===== config.mk =====
export PLATFORM = sky130hd
export DESIGN_NAME = avg_sequencer
export DESIGN_NICKNAME = d
export VERILOG_FILES = /design/src/rtl/avg_pkg.sv /design/src/rtl/avg_ret_stack.sv /design/src/rtl/avg_sequencer.sv
export SDC_FILE = /design/constraint.sdc
export NUM_CORES = 1
export LEC_CHECK = 0
export BUFFER_PORTS_ARGS = -buffer_cell sky130_fd_sc_hd__buf_2
export CORE_MARGIN = 4
export CORE_UTILIZATION = 40
export CTS_CLUSTER_DIAMETER = 60
export DETAILED_ROUTE_END_ITERATION = 10
export SYNTH_ARGS = -nofsm -noshare
export SYNTH_HDL_FRONTEND = slang
export SYNTH_SLANG_ARGS = --single-unit
export TNS_END_PERCENT = 30

===== constraint.sdc =====
create_clock -name clk -period 5.2 [get_ports clk]
set_input_delay 0.26 -clock clk [delete_from_list [all_inputs] [get_ports clk]]
set_output_delay 0.26 -clock clk [all_outputs]
set_load 0.005 [all_outputs]

===== src/rtl/avg_pkg.sv =====
// Shared types and constants for the AVG vector processor sequencer.
package avg_pkg;

  localparam int unsigned AVG_ADDR_W = 16;
  localparam int unsigned AVG_WORD_W = 16;
  localparam int unsigned AVG_INST_W = 2 * AVG_WORD_W;

  localparam logic [1:0] ERR_NONE = 2'b00;
  localparam logic [1:0] ERR_OVF  = 2'b01;
  localparam logic [1:0] ERR_UNF  = 2'b10;

  typedef enum logic [2:0] {
    ST_HALTED,
    ST_FETCH_HI,
    ST_FETCH_LO,
    ST_CAPT,
    ST_EXEC,
    ST_CMD
  } seq_state_t;

  // Byte distance to the next instruction; a zero length still advances one word.
  function automatic logic [AVG_ADDR_W-1:0] pc_step(input logic [2:0] words);
    logic [2:0] eff;
    eff = (words == 3'd0) ? 3'd1 : words;
    return AVG_ADDR_W'({eff, 1'b0});
  endfunction

endpackage


===== src/rtl/avg_ret_stack.sv =====
// JSR/RTS return-address LIFO; overflowing pushes and underflowing pops are dropped.
module avg_ret_stack
  import avg_pkg::*;
#(
  parameter int unsigned DEPTH = 4
) (
  input  logic                  clk,
  input  logic                  rst_b,
  input  logic                  clr,
  input  logic                  push,
  input  logic                  pop,
  input  logic [AVG_ADDR_W-1:0] din,
  output logic [AVG_ADDR_W-1:0] dout,
  output logic                  full,
  output logic                  empty
);

  localparam int unsigned IW = (DEPTH > 1) ? $clog2(DEPTH) : 1;
  localparam int unsigned SW = IW + 1;

  logic [SW-1:0]         sp_q, sp_d;
  logic [AVG_ADDR_W-1:0] mem_q [DEPTH];
  logic [AVG_ADDR_W-1:0] mem_d [DEPTH];
  logic [IW-1:0]         top_idx;

  assign full    = (sp_q == SW'(DEPTH));
  assign empty   = (sp_q == '0);
  assign top_idx = IW'(sp_q - SW'(1));
  assign dout    = mem_q[top_idx];

  always_comb begin
    sp_d  = sp_q;
    mem_d = mem_q;
    if (clr) begin
      sp_d = '0;
    end else if (push && !full) begin
      mem_d[sp_q[IW-1:0]] = din;
      sp_d                = sp_q + SW'(1);
    end else if (pop && !empty) begin
      sp_d = sp_q - SW'(1);
    end
  end

  always_ff @(posedge clk or negedge rst_b) begin
    if (!rst_b) begin
      sp_q <= '0;
      for (int i = 0; i < int'(DEPTH); i++) mem_q[i] <= '0;
    end else begin
      sp_q  <= sp_d;
      mem_q <= mem_d;
    end
  end

endmodule


===== src/rtl/avg_sequencer.sv =====
// AVG instruction sequencer: two-word fetch, decoder-driven flow control,
// return stack and valid/ready command hand-off to the vector engine.
module avg_sequencer
  import avg_pkg::*;
#(
  parameter logic [AVG_ADDR_W-1:0] START_ADDR  = 16'h0000,
  parameter int unsigned           STACK_DEPTH = 4
) (
  input  logic                  clk,
  input  logic                  rst_b,
  input  logic                  go,
  output logic                  halted,
  output logic                  err,
  output logic [1:0]            err_code,
  output logic                  mem_rd,
  output logic [AVG_ADDR_W-1:0] mem_addr,
  input  logic [AVG_WORD_W-1:0] mem_rdata,
  output logic [AVG_INST_W-1:0] inst,
  input  logic                  dcd_vector,
  input  logic                  dcd_center,
  input  logic                  dcd_zWrEn,
  input  logic                  dcd_scalWrEn,
  input  logic                  dcd_jmp,
  input  logic                  dcd_jsr,
  input  logic                  dcd_ret,
  input  logic                  dcd_halt,
  input  logic [AVG_ADDR_W-1:0] dcd_jumpAddr,
  input  logic [2:0]            dcd_pcOffset,
  output logic                  cmd_valid,
  input  logic                  cmd_ready
);

  seq_state_t            state_q, state_d;
  logic [AVG_ADDR_W-1:0] pc_q, pc_d;
  logic [AVG_INST_W-1:0] inst_q, inst_d;
  logic                  halted_q, halted_d;
  logic                  err_q, err_d;
  logic [1:0]            err_code_q, err_code_d;
  logic                  mem_rd_q, mem_rd_d;
  logic [AVG_ADDR_W-1:0] mem_addr_q, mem_addr_d;
  logic                  cmd_valid_q, cmd_valid_d;

  logic                  stk_push, stk_pop, stk_clr, stk_full, stk_empty;
  logic [AVG_ADDR_W-1:0] stk_dout;
  logic [AVG_ADDR_W-1:0] pc_next;
  logic                  is_cmd;

  assign pc_next = pc_q + pc_step(dcd_pcOffset);
  assign is_cmd  = dcd_vector | dcd_center | dcd_zWrEn | dcd_scalWrEn;

  avg_ret_stack #(.DEPTH(STACK_DEPTH)) u_ret_stack (
    .clk   (clk),
    .rst_b (rst_b),
    .clr   (stk_clr),
    .push  (stk_push),
    .pop   (stk_pop),
    .din   (pc_next),
    .dout  (stk_dout),
    .full  (stk_full),
    .empty (stk_empty)
  );

  always_comb begin
    state_d    = state_q;
    pc_d       = pc_q;
    inst_d     = inst_q;
    err_d      = err_q;
    err_code_d = err_code_q;
    stk_push   = 1'b0;
    stk_pop    = 1'b0;
    stk_clr    = 1'b0;

    case (state_q)
      ST_HALTED: begin
        if (go) begin
          pc_d       = START_ADDR;
          err_d      = 1'b0;
          err_code_d = ERR_NONE;
          stk_clr    = 1'b1;
          state_d    = ST_FETCH_HI;
        end
      end
      ST_FETCH_HI: state_d = ST_FETCH_LO;
      ST_FETCH_LO: begin
        inst_d[AVG_INST_W-1:AVG_WORD_W] = mem_rdata;
        state_d                         = ST_CAPT;
      end
      ST_CAPT: begin
        inst_d[AVG_WORD_W-1:0] = mem_rdata;
        state_d                = ST_EXEC;
      end
      // Flow flags take precedence over command flags.
      ST_EXEC: begin
        if (dcd_halt) begin
          state_d = ST_HALTED;
        end else if (dcd_ret) begin
          if (stk_empty) begin
            err_d      = 1'b1;
            err_code_d = ERR_UNF;
            state_d    = ST_HALTED;
          end else begin
            stk_pop = 1'b1;
            pc_d    = stk_dout;
            state_d = ST_FETCH_HI;
          end
        end else if (dcd_jsr) begin
          if (stk_full) begin
            err_d      = 1'b1;
            err_code_d = ERR_OVF;
            state_d    = ST_HALTED;
          end else begin
            stk_push = 1'b1;
            pc_d     = dcd_jumpAddr;
            state_d  = ST_FETCH_HI;
          end
        end else if (dcd_jmp) begin
          pc_d    = dcd_jumpAddr;
          state_d = ST_FETCH_HI;
        end else if (is_cmd) begin
          state_d = ST_CMD;
        end else begin
          pc_d    = pc_next;
          state_d = ST_FETCH_HI;
        end
      end
      ST_CMD: begin
        if (cmd_ready) begin
          pc_d    = pc_next;
          state_d = ST_FETCH_HI;
        end
      end
      default: state_d = ST_HALTED;
    endcase

    // Outputs are registered against the state being entered.
    halted_d    = (state_d == ST_HALTED);
    cmd_valid_d = (state_d == ST_CMD);
    mem_rd_d    = (state_d == ST_FETCH_HI) || (state_d == ST_FETCH_LO);
    if (state_d == ST_FETCH_HI) begin
      mem_addr_d = pc_d;
    end else if (state_d == ST_FETCH_LO) begin
      mem_addr_d = pc_q + AVG_ADDR_W'(2);
    end else begin
      mem_addr_d = '0;
    end
  end

  always_ff @(posedge clk or negedge rst_b) begin
    if (!rst_b) begin
      state_q     <= ST_HALTED;
      pc_q        <= START_ADDR;
      inst_q      <= '0;
      halted_q    <= 1'b1;
      err_q       <= 1'b0;
      err_code_q  <= ERR_NONE;
      mem_rd_q    <= 1'b0;
      mem_addr_q  <= '0;
      cmd_valid_q <= 1'b0;
    end else begin
      state_q     <= state_d;
      pc_q        <= pc_d;
      inst_q      <= inst_d;
      halted_q    <= halted_d;
      err_q       <= err_d;
      err_code_q  <= err_code_d;
      mem_rd_q    <= mem_rd_d;
      mem_addr_q  <= mem_addr_d;
      cmd_valid_q <= cmd_valid_d;
    end
  end

  assign halted    = halted_q;
  assign err       = err_q;
  assign err_code  = err_code_q;
  assign mem_rd    = mem_rd_q;
  assign mem_addr  = mem_addr_q;
  assign inst      = inst_q;
  assign cmd_valid = cmd_valid_q;

endmodule


==> flow_summary.toml, run 1 <==
[grt]
use_met1 = 0.259
grt_pass1_wl_um = 30900
grt_use_met3 = 0.0417
overflow = 0
busiest_layer = "met2"
grt_usage = 0.195
met2_usage = 0.321
grt_pass1_vias = 5710
grt_antenna_before_repair = 0
grt_max_degree = 92

[power_and_ir_drop]
p_leak_nw = 3.82
power.density_mw_per_mm2 = 535
ir_drop_mv = 0.255

[timing]
clock_skew_ps = 13.7
fin_ws_ps = 1540
hold_viol = 0
max_slew.worst_pin.slew_ps = 1030
timing.fmax_ghz = 0.273
fin_crit_ps = 3660
drv_slew = 0
fin_tns_setup_ps = 0
rsz0062_at_grt = "false"
timing.final.crit_share = 0.704
setup_viol = 0
slew_headroom = 0.312

[logic_synthesis]
synth-seq-area-share = 0.485
synth.distinct_cells = 77
ys_async_sr_fraction = 1.00
synth_nets = 736
syn_avg_cell_area_um2 = 10.7
synth_ff_type = "dfrtp_1"
synthCells = 678
netlist_area_mm2 = 0.00723
ys_ff_latch = 140
yosys_warnings = 0
synth_edf_count = 0

[setup_path]
regToRegSetupSlack_ps = 1540
worstSetupEndpointType = "flop"
cp_max_fo = 21
r2r_cells = 7
cp.arrival_ps = 3950
setup.worst_path.start_class = "flop"
cp_data_required_time_ps = 5490
r2r_start = "u_ret_stack.sp_q[0]$_DFFE_PN0P_"
worst_r2r_endpoint = "mem_addr[9]$_DFF_PN0_"
path_class = "flop to flop"

[placed_design]
hpwl_um = 13900
gp_congestion = 0.895
port_buffers = 100
place_ws_ps = 1460

[clocking]
cts-root-buf = "clkbuf_16"
cts.clk_slew.worst_paths_ps = 70
htreeDepth = 4
clock_sinks = 140
clk_path_buf_depth = 2
cts_made_buffers = 17
cts_tree = "built"
clk_latency_ps = 430

[cells_and_area]
drive_above_1_share = 0.262
area_growth_pct = 17.9
num_antenna_cells = 0
fin_nets = 820

[route]
route.detailed.drc = 0
post_drt_wl_per_cell_um = 19.1
drt-initial-drc-count = 542
wl_um = 19100
vias = 5680
drtAntennaViolNets = 0
viasPerCell = 5.68
drtPass1Iterations = 8

[hold_path]
min_from = "mem_rdata[14]"
min_delay_path_depth = 2
worst_hold_path_type = "input pin to flop"
min_to = "inst[30]$_DFFE_PN0N_"

[floorplanning]
num_rows = 48
die_w_um = 142
core_area_mm2 = 0.0175
initial_utilization = 0.412
die_height_um = 142
die_area_mm2 = 0.0203
ios = 101

[run]
maxCapViolations = 0

[status]
status = "completed"
## critical path, cell delays in order, from the launching register on
cell and delay, ps:
dfrtp_1 990, inv_1 190, ha_1 970, mux4_2 420, o22ai_1 140, a211oi_1 80
a2111oi_1 580, o32ai_2 160
## layout make-up
type / count / area [um2]
clock inverters: 15 / 199
clock buffers: 17 / 425
fillers: 1599 / 9010
well taps: 225 / 282
inverters: 10 / 37.5
multi-input cells: 485 / 3510
repair buffers: 108 / 569
flip-flops and latches: 140 / 3500
## report_power, final
group	internal [mW]	switching (mW)	total [mW]
clock network	0.736	0.543	1.28
registers	1.41	0.332	1.74
logic	0.719	0.833	1.55
## metrics by stage
stage	util	hold WS, ps	instances	power, mW	cell area [um2]
final	0.486	68.8	1000	4.57	8530
after global routing	0.486	61.1	1000	4.85	8530
after CTS	0.486	53.1	1000	4.60	8530
after detailed placement	0.450	390	967	3.30	7900
after global placement	0.450	366	967	3.24	7900
after floorplan	-	-35.6	678	2.75	7230
## per-layer routing
layer	wire [um]	up-vias
li1	-	2677
met5	0	-
met1	8270	2816
met3	889	28
met4	350	0
met2	9590	159
## worst max-delay path by stage
| stage | slack, ps | to | start |
|---|---|---|---|
| final | 1540 | mem_addr[9]$_DFF_PN0_ | u_ret_stack.sp_q[0]$_DFFE_PN0P_ |
| after global placement | 1540 | mem_addr[9]$_DFF_PN0_ | u_ret_stack.sp_q[0]$_DFFE_PN0P_ |
| after global routing | 1200 | mem_addr[9]$_DFF_PN0_ | u_ret_stack.sp_q[0]$_DFFE_PN0P_ |
| after CTS | 1460 | mem_addr[9]$_DFF_PN0_ | u_ret_stack.sp_q[0]$_DFFE_PN0P_ |
| after floorplan | 2390 | mem_addr[9]$_DFF_PN0_ | u_ret_stack.sp_q[0]$_DFFE_PN0P_ |
| after detailed placement | 1460 | mem_addr[9]$_DFF_PN0_ | u_ret_stack.sp_q[0]$_DFFE_PN0P_ |
## sequential cells by signal, summed over array words and instances (netlist names)
register	count
cmd_valid	1
u_ret_stack.mem_q	64
mem_addr	16
mem_rd	1
err	1
u_ret_stack.sp_q	3
state_q	3
pc_q	16
halted	1
err_code	2
inst	32
## repair_timing
item                                   CTS  global route
setup buffers                            0             0
endpoints found under the hold margin   89             0
resized for setup                        0             0
hold buffers                             1             0
## cell families (layout without fill, tap and decap cells)
| family | after synthesis | after routing | share of synthesized area |
|---|---|---|---|
| AOI/OAI and AO/OA | 189 | 189 | 0.179 |
| muxes | 67 | 67 | 0.124 |
| buffers and inverters | 53 | 150 | 0.0306 |
| xor gates and xnor gates | 26 | 26 | 0.0315 |
| DFF | 140 | 140 | 0.485 |
| adders and majority gates | 11 | 11 | 0.0201 |
| and+or+nand+nor | 192 | 192 | 0.131 |
## cells in the mapped netlist, types with 3 or more instances
master | count | area, um2
dfrtp_1 | 139 | 3480
nand2_1 | 82 | 308
o21ai_0 | 38 | 190
mux2_2 | 32 | 360
nor2_1 | 32 | 120
o21ai_1 | 31 | 155
clkbuf_1 | 28 | 105
a21oi_1 | 25 | 125
xnor2_1 | 20 | 175
mux2_1 | 16 | 180
nand3_1 | 15 | 75.1
mux4_2 | 13 | 293
buf_2 | 12 | 60.1
ha_1 | 10 | 125
inv_1 | 10 | 37.5
nor3_1 | 10 | 50.1
o22ai_1 | 10 | 62.6
a22o_1 | 9 | 78.8
and3_1 | 8 | 50.1
o211ai_1 | 8 | 60.1
a21o_1 | 7 | 52.6
nand4_1 | 7 | 43.8
mux2i_1 | 6 | 60.1
nand2b_1 | 6 | 37.5
xor2_1 | 6 | 52.6
a211o_1 | 5 | 43.8
a211oi_1 | 5 | 37.5
a22oi_1 | 4 | 30.0
a31oi_1 | 4 | 25.0
and2_1 | 4 | 25.0
nor2b_1 | 4 | 25.0
nor4_1 | 4 | 25.0
o22a_1 | 4 | 35.0
a221o_1 | 3 | 30.0
o211a_1 | 3 | 30.0
o31ai_1 | 3 | 22.5
or3_1 | 3 | 18.8
## placed cells by master, fill, tap and decap left out, drive strengths merged, types with 4 or more instances in the layout
cell	instances
and2	4
clkbuf	17
nor4	6
o22a	4
mux4	13
a211o	5
a211oi	6
o22ai	10
nand2	82
a21oi	25
xnor2	20
inv	19
o211ai	8
nand3	16
and3	8
dfrtp	139
clkinv	4
mux2i	6
nand2b	6
a31oi	4
mux2	48
nand4	7
o21ai	70
buf	107
a22o	9
xor2	6
ha	10
nor2	34
a21o	7
nor3	13
a22oi	4
nor2b	4
Note: power is estimated with default switching activity, not from simulation.
==> run 2: changes to the inputs <==
ABC_AREA = 1   (was default)
clock period = 3.3 ns   (was 5.2 ns; I/O delays follow)
==> flow_summary.toml, run 2 <==
[status]
status = "completed"

[setup_path]
worstSetupEndpointType = "flop"
r2r_start = "u_ret_stack.sp_q[1]$_DFFE_PN0P_"
setup.worst_path.start_class = "flop"
cp_max_fo = 13
path_class = "flop to flop"
cp.arrival_ps = 2790
regToRegSetupSlack_ps = 840
worst_r2r_endpoint = "mem_addr[15]$_DFF_PN0_"
r2r_cells = 16
cp_data_required_time_ps = 3620

[logic_synthesis]
ys_ff_latch = 140
synth_edf_count = 0
synth_top_area_cell = "dfrtp_1"
synth-seq-area-share = 0.475
synth_compound_area_frac = 0.143
netlist_area_mm2 = 0.00738
synth_xor_xnor_area_share = 0.00594
syn_avg_cell_area_um2 = 7.57
yosys_warnings = 0
synth_ff_type = "dfrtp_1"
synth.distinct_cells = 45
synthDominantCellAreaShare = 0.472
synth_simple_gate_area_share = 0.289
synthAdderAreaFrac = 0.0197
muxShareOfSynthArea = 0
yosys.cell_count.top_type = "nand2_1"
synth_top_family_by_area = "simple AND/OR/NAND/NOR gates"
synthCells = 975
synthTopCellsByArea = "dfrtp_1 47%, nand2_1 15%, o21ai_0 9.7%"
synth_nets = 1033
ys_async_sr_fraction = 1.00
synth.cells.most_frequent = "303 x nand2_1, 143 x o21ai_0, 139 x dfrtp_1"

[timing]
hold_viol = 0
fin_tns_setup_ps = 0
fin_crit_ps = 2460
fin_ws_ps = 836
drv_slew = 0
max_slew.worst_pin.slew_ps = 1040
slew_headroom = 0.305
setup_viol = 0
rsz0062_at_grt = "false"
clock_skew_ps = 10.9
timing.final.crit_share = 0.747
timing.fmax_ghz = 0.406

[cells_and_area]
largest_register_ffs = 64
mostFrequentLayoutCell = "nand2_1"
final_cell_mix = "303 x nand2_1, 143 x o21ai_0, 139 x dfrtp_1"
num_antenna_cells = 0
fin_util = 0.485
area_growth_pct = 18.6
top_register = "u_ret_stack.mem_q"
drive_above_1_share = 0.172
fin_nets = 1134

[grt]
grt_usage = 0.212
grt_pass1_wl_um = 34100
grt_antenna_before_repair = 0
grt_pass1_vias = 6466
overflow = 0
grt_max_degree = 112

[clocking]
clock_sinks = 140
cts_made_buffers = 17
clk_latency_ps = 430
post_cts_resize_count = 0
htreeDepth = 4
cts.clk_slew.worst_paths_ps = 60
clk_path_buf_depth = 2
cts-root-buf = "clkbuf_16"
cts_tree = "built"

[placed_design]
place_ws_ps = 866
gp_congestion = 0.923
port_buffers = 100
hpwl_um = 14200

[route]
viasPerCell = 5.14
vias = 6774
route.detailed.drc = 0
wl_um = 21200
post_drt_wl_per_cell_um = 16.1
drtAntennaViolNets = 0
drt-initial-drc-count = 496
drtPass1Iterations = 6

[power_and_ir_drop]
ir_drop_mv = 0.483
fin_total_pwr_mw = 7.15
power.density_mw_per_mm2 = 818
p_leak_nw = 4.44

[floorplanning]
die_area_mm2 = 0.0207
num_rows = 49
initial_utilization = 0.409
ios = 101
die_w_um = 144
die_height_um = 144
core_area_mm2 = 0.0180

[hold_path]
min_delay_path_depth = 3
worst_hold_path_type = "input pin to flop"
min_from = "mem_rdata[2]"
min_to = "inst[2]$_DFFE_PN0P_"

[run]
maxCapViolations = 0
## run 2: worst max path at each step
stage / from / to / slack, ps / cells past startpoint
after floorplan: u_ret_stack.sp_q[0]$_DFFE_PN0P_ / mem_addr[8]$_DFF_PN0_ / 970 / 19
after global placement: u_ret_stack.sp_q[1]$_DFFE_PN0P_ / mem_addr[15]$_DFF_PN0_ / 920 / 16
final: u_ret_stack.sp_q[1]$_DFFE_PN0P_ / mem_addr[15]$_DFF_PN0_ / 840 / 16
after detailed placement: u_ret_stack.sp_q[1]$_DFFE_PN0P_ / mem_addr[11]$_DFF_PN0_ / 870 / 16
after global routing: u_ret_stack.sp_q[1]$_DFFE_PN0P_ / mem_addr[12]$_DFF_PN0_ / 500 / 16
after CTS: u_ret_stack.sp_q[1]$_DFFE_PN0P_ / mem_addr[11]$_DFF_PN0_ / 860 / 16
## run 2: power by group
group	total, mW	internal [mW]	switching, mW
clock	1.82	0.986	0.831
combinational	2.86	0.961	1.89
sequential	2.48	2.17	0.308
total	7.15	4.12	3.03
## run 2: critical path: stages (launching register included)
cell and delay (ps):
dfrtp_1 400, inv_1 100, ha_1 230, ha_1 190, nand2_1 100, nor2_1 170, nor2_1 80, nand2_1 440
nand2_1 120, nand2_1 80, nor2_1 40, nand2_1 60, nand2_1 50, nand2_1 90, nand3_2 90, nand2_1 80
nand2_1 50
## run 2: through the flow
stage | hold WS, ps | std cells | cell area (um2)
floorplan | -131 | 975 | 7380
global placement | 399 | 1272 | 8050
detailed placement | 389 | 1272 | 8050
CTS | 4.52 | 1318 | 8750
global route | 30.6 | 1318 | 8750
finish | 19.9 | 1318 | 8750
## run 2: logic make-up (layout without fill, tap and decap cells)
| group | count (synthesis) | count (layout) |
|---|---|---|
| compound gates | 198 | 198 |
| xor+xnor | 5 | 5 |
| fa+ha+maj | 11 | 11 |
| buf+inv | 124 | 238 |
| flops | 140 | 140 |
| simple gates | 497 | 497 |
## run 2: final cells by class
class                   instances  area, um2
clock inverters                15        134
fillers                      1807       9280
repair buffers                124        722
clock buffers                  17        425
well taps                     229        287
flip-flops and latches        140       3500
multi-input cells             711       3370
inverters                      82        308
## run 2: metal layers
layer | vias to the layer above | part of all wire | track usage
li1 | 3367 | - | -
met2 | 247 | 0.45 | 0.334
met5 | - | 0 | 0
met1 | 3129 | 0.45 | 0.287
met3 | 31 | 0.073 | 0.0569
met4 | 0 | 0.021 | 0.0629
## run 2: timing repair
| item | in CTS | in global routing |
|---|---|---|
| hold buffers | 14 | 0 |
| buffers inserted | 0 | 0 |
| hold endpoints to repair | 131 | 0 |
| setup endpoints to repair | 0 | 0 |
==> run 3: changes to the inputs <==
ABC_AREA = 0   (was 1)
clock period = 2.12 ns   (was 3.3 ns; I/O delays follow)
==> flow_summary.toml, run 3 (synthesized netlist as in run 1, its figures left out) <==
[clocking]
cts-root-buf = "clkbuf_16"
cts_tree = "built"
clock_sinks = 140
htreeDepth = 4
clk_path_buf_depth = 2
cts_made_buffers = 17
clk_latency_ps = 430
cts.clk_slew.worst_paths_ps = 60

[setup_path]
slowest_delay_ps = 420
path_cells = "ha_2 -> fa_2 -> a21oi_4 -> nor3_2 -> xnor2_2 -> a211oi_2 -> a2111oi_2 -> o32ai_2"
cp.arrival_ps = 2610
cp_top_family = "compound AO/OA/AOI/OAI gates"
cp_max_fo = 5
setup.worst_path.start_class = "flop"
worstSetupEndpointType = "flop"
crit_path_top_delay_cell = "a2111oi_2"
r2r_start = "pc_q[1]$_DFF_PN0_"
crit_start = "pc_q[1]$_DFF_PN0_"
path_class = "flop to flop"
cp_data_required_time_ps = 2410
critical_path_buf_inv_count = 0

[cells_and_area]
drive_above_1_share = 0.437
largest_register_ffs = 64
fin_cells = 1156
final_cell_mix = "138 x dfrtp_1, 127 x buf_4, 99 x buf_2"
num_antenna_cells = 0
mostFrequentLayoutCell = "dfrtp_1"
fin_nets = 976
area_growth_pct = 41.6
top_register = "u_ret_stack.mem_q"

[placed_design]
gp_congestion = 0.926
place_ws_ps = -240
hpwl_um = 16600
port_buffers = 100
placed_cells = 1081

[timing]
hold_viol = 0
timing.fmax_ghz = 0.430
fin_ws_ps = -203
max_slew.worst_pin.slew_ps = 572
clock_skew_ps = 8.93
hold_ws_ps = 36.4
drv_slew = 0
rsz0062_at_grt = "true"
slew_headroom = 0.619
setup_viol = 23
fin_crit_ps = 2320
timing.final.crit_share = 1.10

[power_and_ir_drop]
ir_drop_mv = 0.765
power.density_mw_per_mm2 = 1260
p_leak_nw = 4.67
fin_total_pwr_mw = 12.9

[floorplanning]
core_area_mm2 = 0.0175
ios = 101
die_w_um = 142
initial_utilization = 0.412
die_height_um = 142
die_area_mm2 = 0.0203
num_rows = 48

[grt]
grt_max_degree = 59
overflow = 0
grt_pass1_vias = 6548
grt_antenna_before_repair = 0
grt_pass1_wl_um = 36000
grt_usage = 0.226

[route]
viasPerCell = 5.53
drtAntennaViolNets = 0
vias = 6388
drt-initial-drc-count = 461
route.detailed.drc = 0
post_drt_wl_per_cell_um = 19.7
drtPass1Iterations = 5
wl_um = 22700

[hold_path]
min_from = "dcd_jumpAddr[0]"
worst_hold_path_type = "input pin to flop"

[status]
status = "finished with violations"
violations = "negative setup slack"

[run]
maxCapViolations = 0
-- run 3: cell types whose count changed in the layout (fill, tap and decap cells not counted), sizes merged, moves of 7 or more --
| cell | before | now |
|---|---|---|
| mux2 | 0 | 48 |
| nand3 | 56 | 16 |
| nand2 | 313 | 82 |
| a21o | 0 | 7 |
| a22o | 0 | 9 |
| o21ai | 148 | 70 |
| or2 | 14 | 0 |
| o22ai | 17 | 10 |
| nor2 | 93 | 34 |
| buf | 110 | 247 |
| mux4 | 0 | 13 |
| and3 | 0 | 8 |
| inv | 88 | 16 |
| xnor2 | 1 | 20 |
-- run 3: final cells by class --
type	count	area, um2
sequential	140	3510
fill	1496	7290
timing repair buffer	264	1900
clock inverter	14	154
inverter	10	40.0
clock buffer	18	439
tap	225	282
multi-input combinational	485	3930
-- run 3: worst paths after layout --
check | to | slack (ps) | depth (start not counted)
min | pc_q[0]$_DFF_PN0_ | 40 | 3
max in group asynchronous | cmd_valid$_DFF_PN0_ | 1290 | 3
min in group asynchronous | u_ret_stack.mem_q[28]$_DFFE_PN0P_ | 220 | 2
max | mem_addr[9]$_DFF_PN0_ | -200 | 8
max reg2reg | mem_addr[9]$_DFF_PN0_ | -200 | 8
min reg2reg | u_ret_stack.mem_q[35]$_DFFE_PN0P_ | 480 | 2
-- run 3: per-stage QoR --
stage           util  cell area [um2]  TNS, ps
3_5_place_dp   0.507             8880    -3280
5_1_grt        0.584            10200    -4500
4_1_cts        0.569             9980     -883
2_1_floorplan      -             7360    -5740
3_3_place_gp   0.507             8880    -2300
6_report       0.584            10200    -1710
-- run 3: layer usage --
metal,vias to the layer above,GRT usage,routed length (um)
met1,3173,0.305,9820
met5,-,0,0
met4,0,0.0575,406
met2,211,0.366,11200
met3,25,0.0588,1350
li1,2979,-,-
-- run 3: worst min-delay path: cells and delay by family --
kind	cells	cell delay [ps]
compound gates	2	210
buf+inv	1	100
-- run 3: repair_timing --
action	in CTS	in global routing
setup endpoints to repair	44	70
pin swaps	26	18
resized for setup	43	41
setup buffers	16	12
hold buffers	17	0
endpoints found under the hold margin	86	0
-- run 3: where the power goes --
group / internal [mW] / switching [mW]
Clock: 1.69 / 1.27
Sequential: 3.46 / 0.540
Combinational: 3.07 / 2.92
Total: 8.22 / 4.73
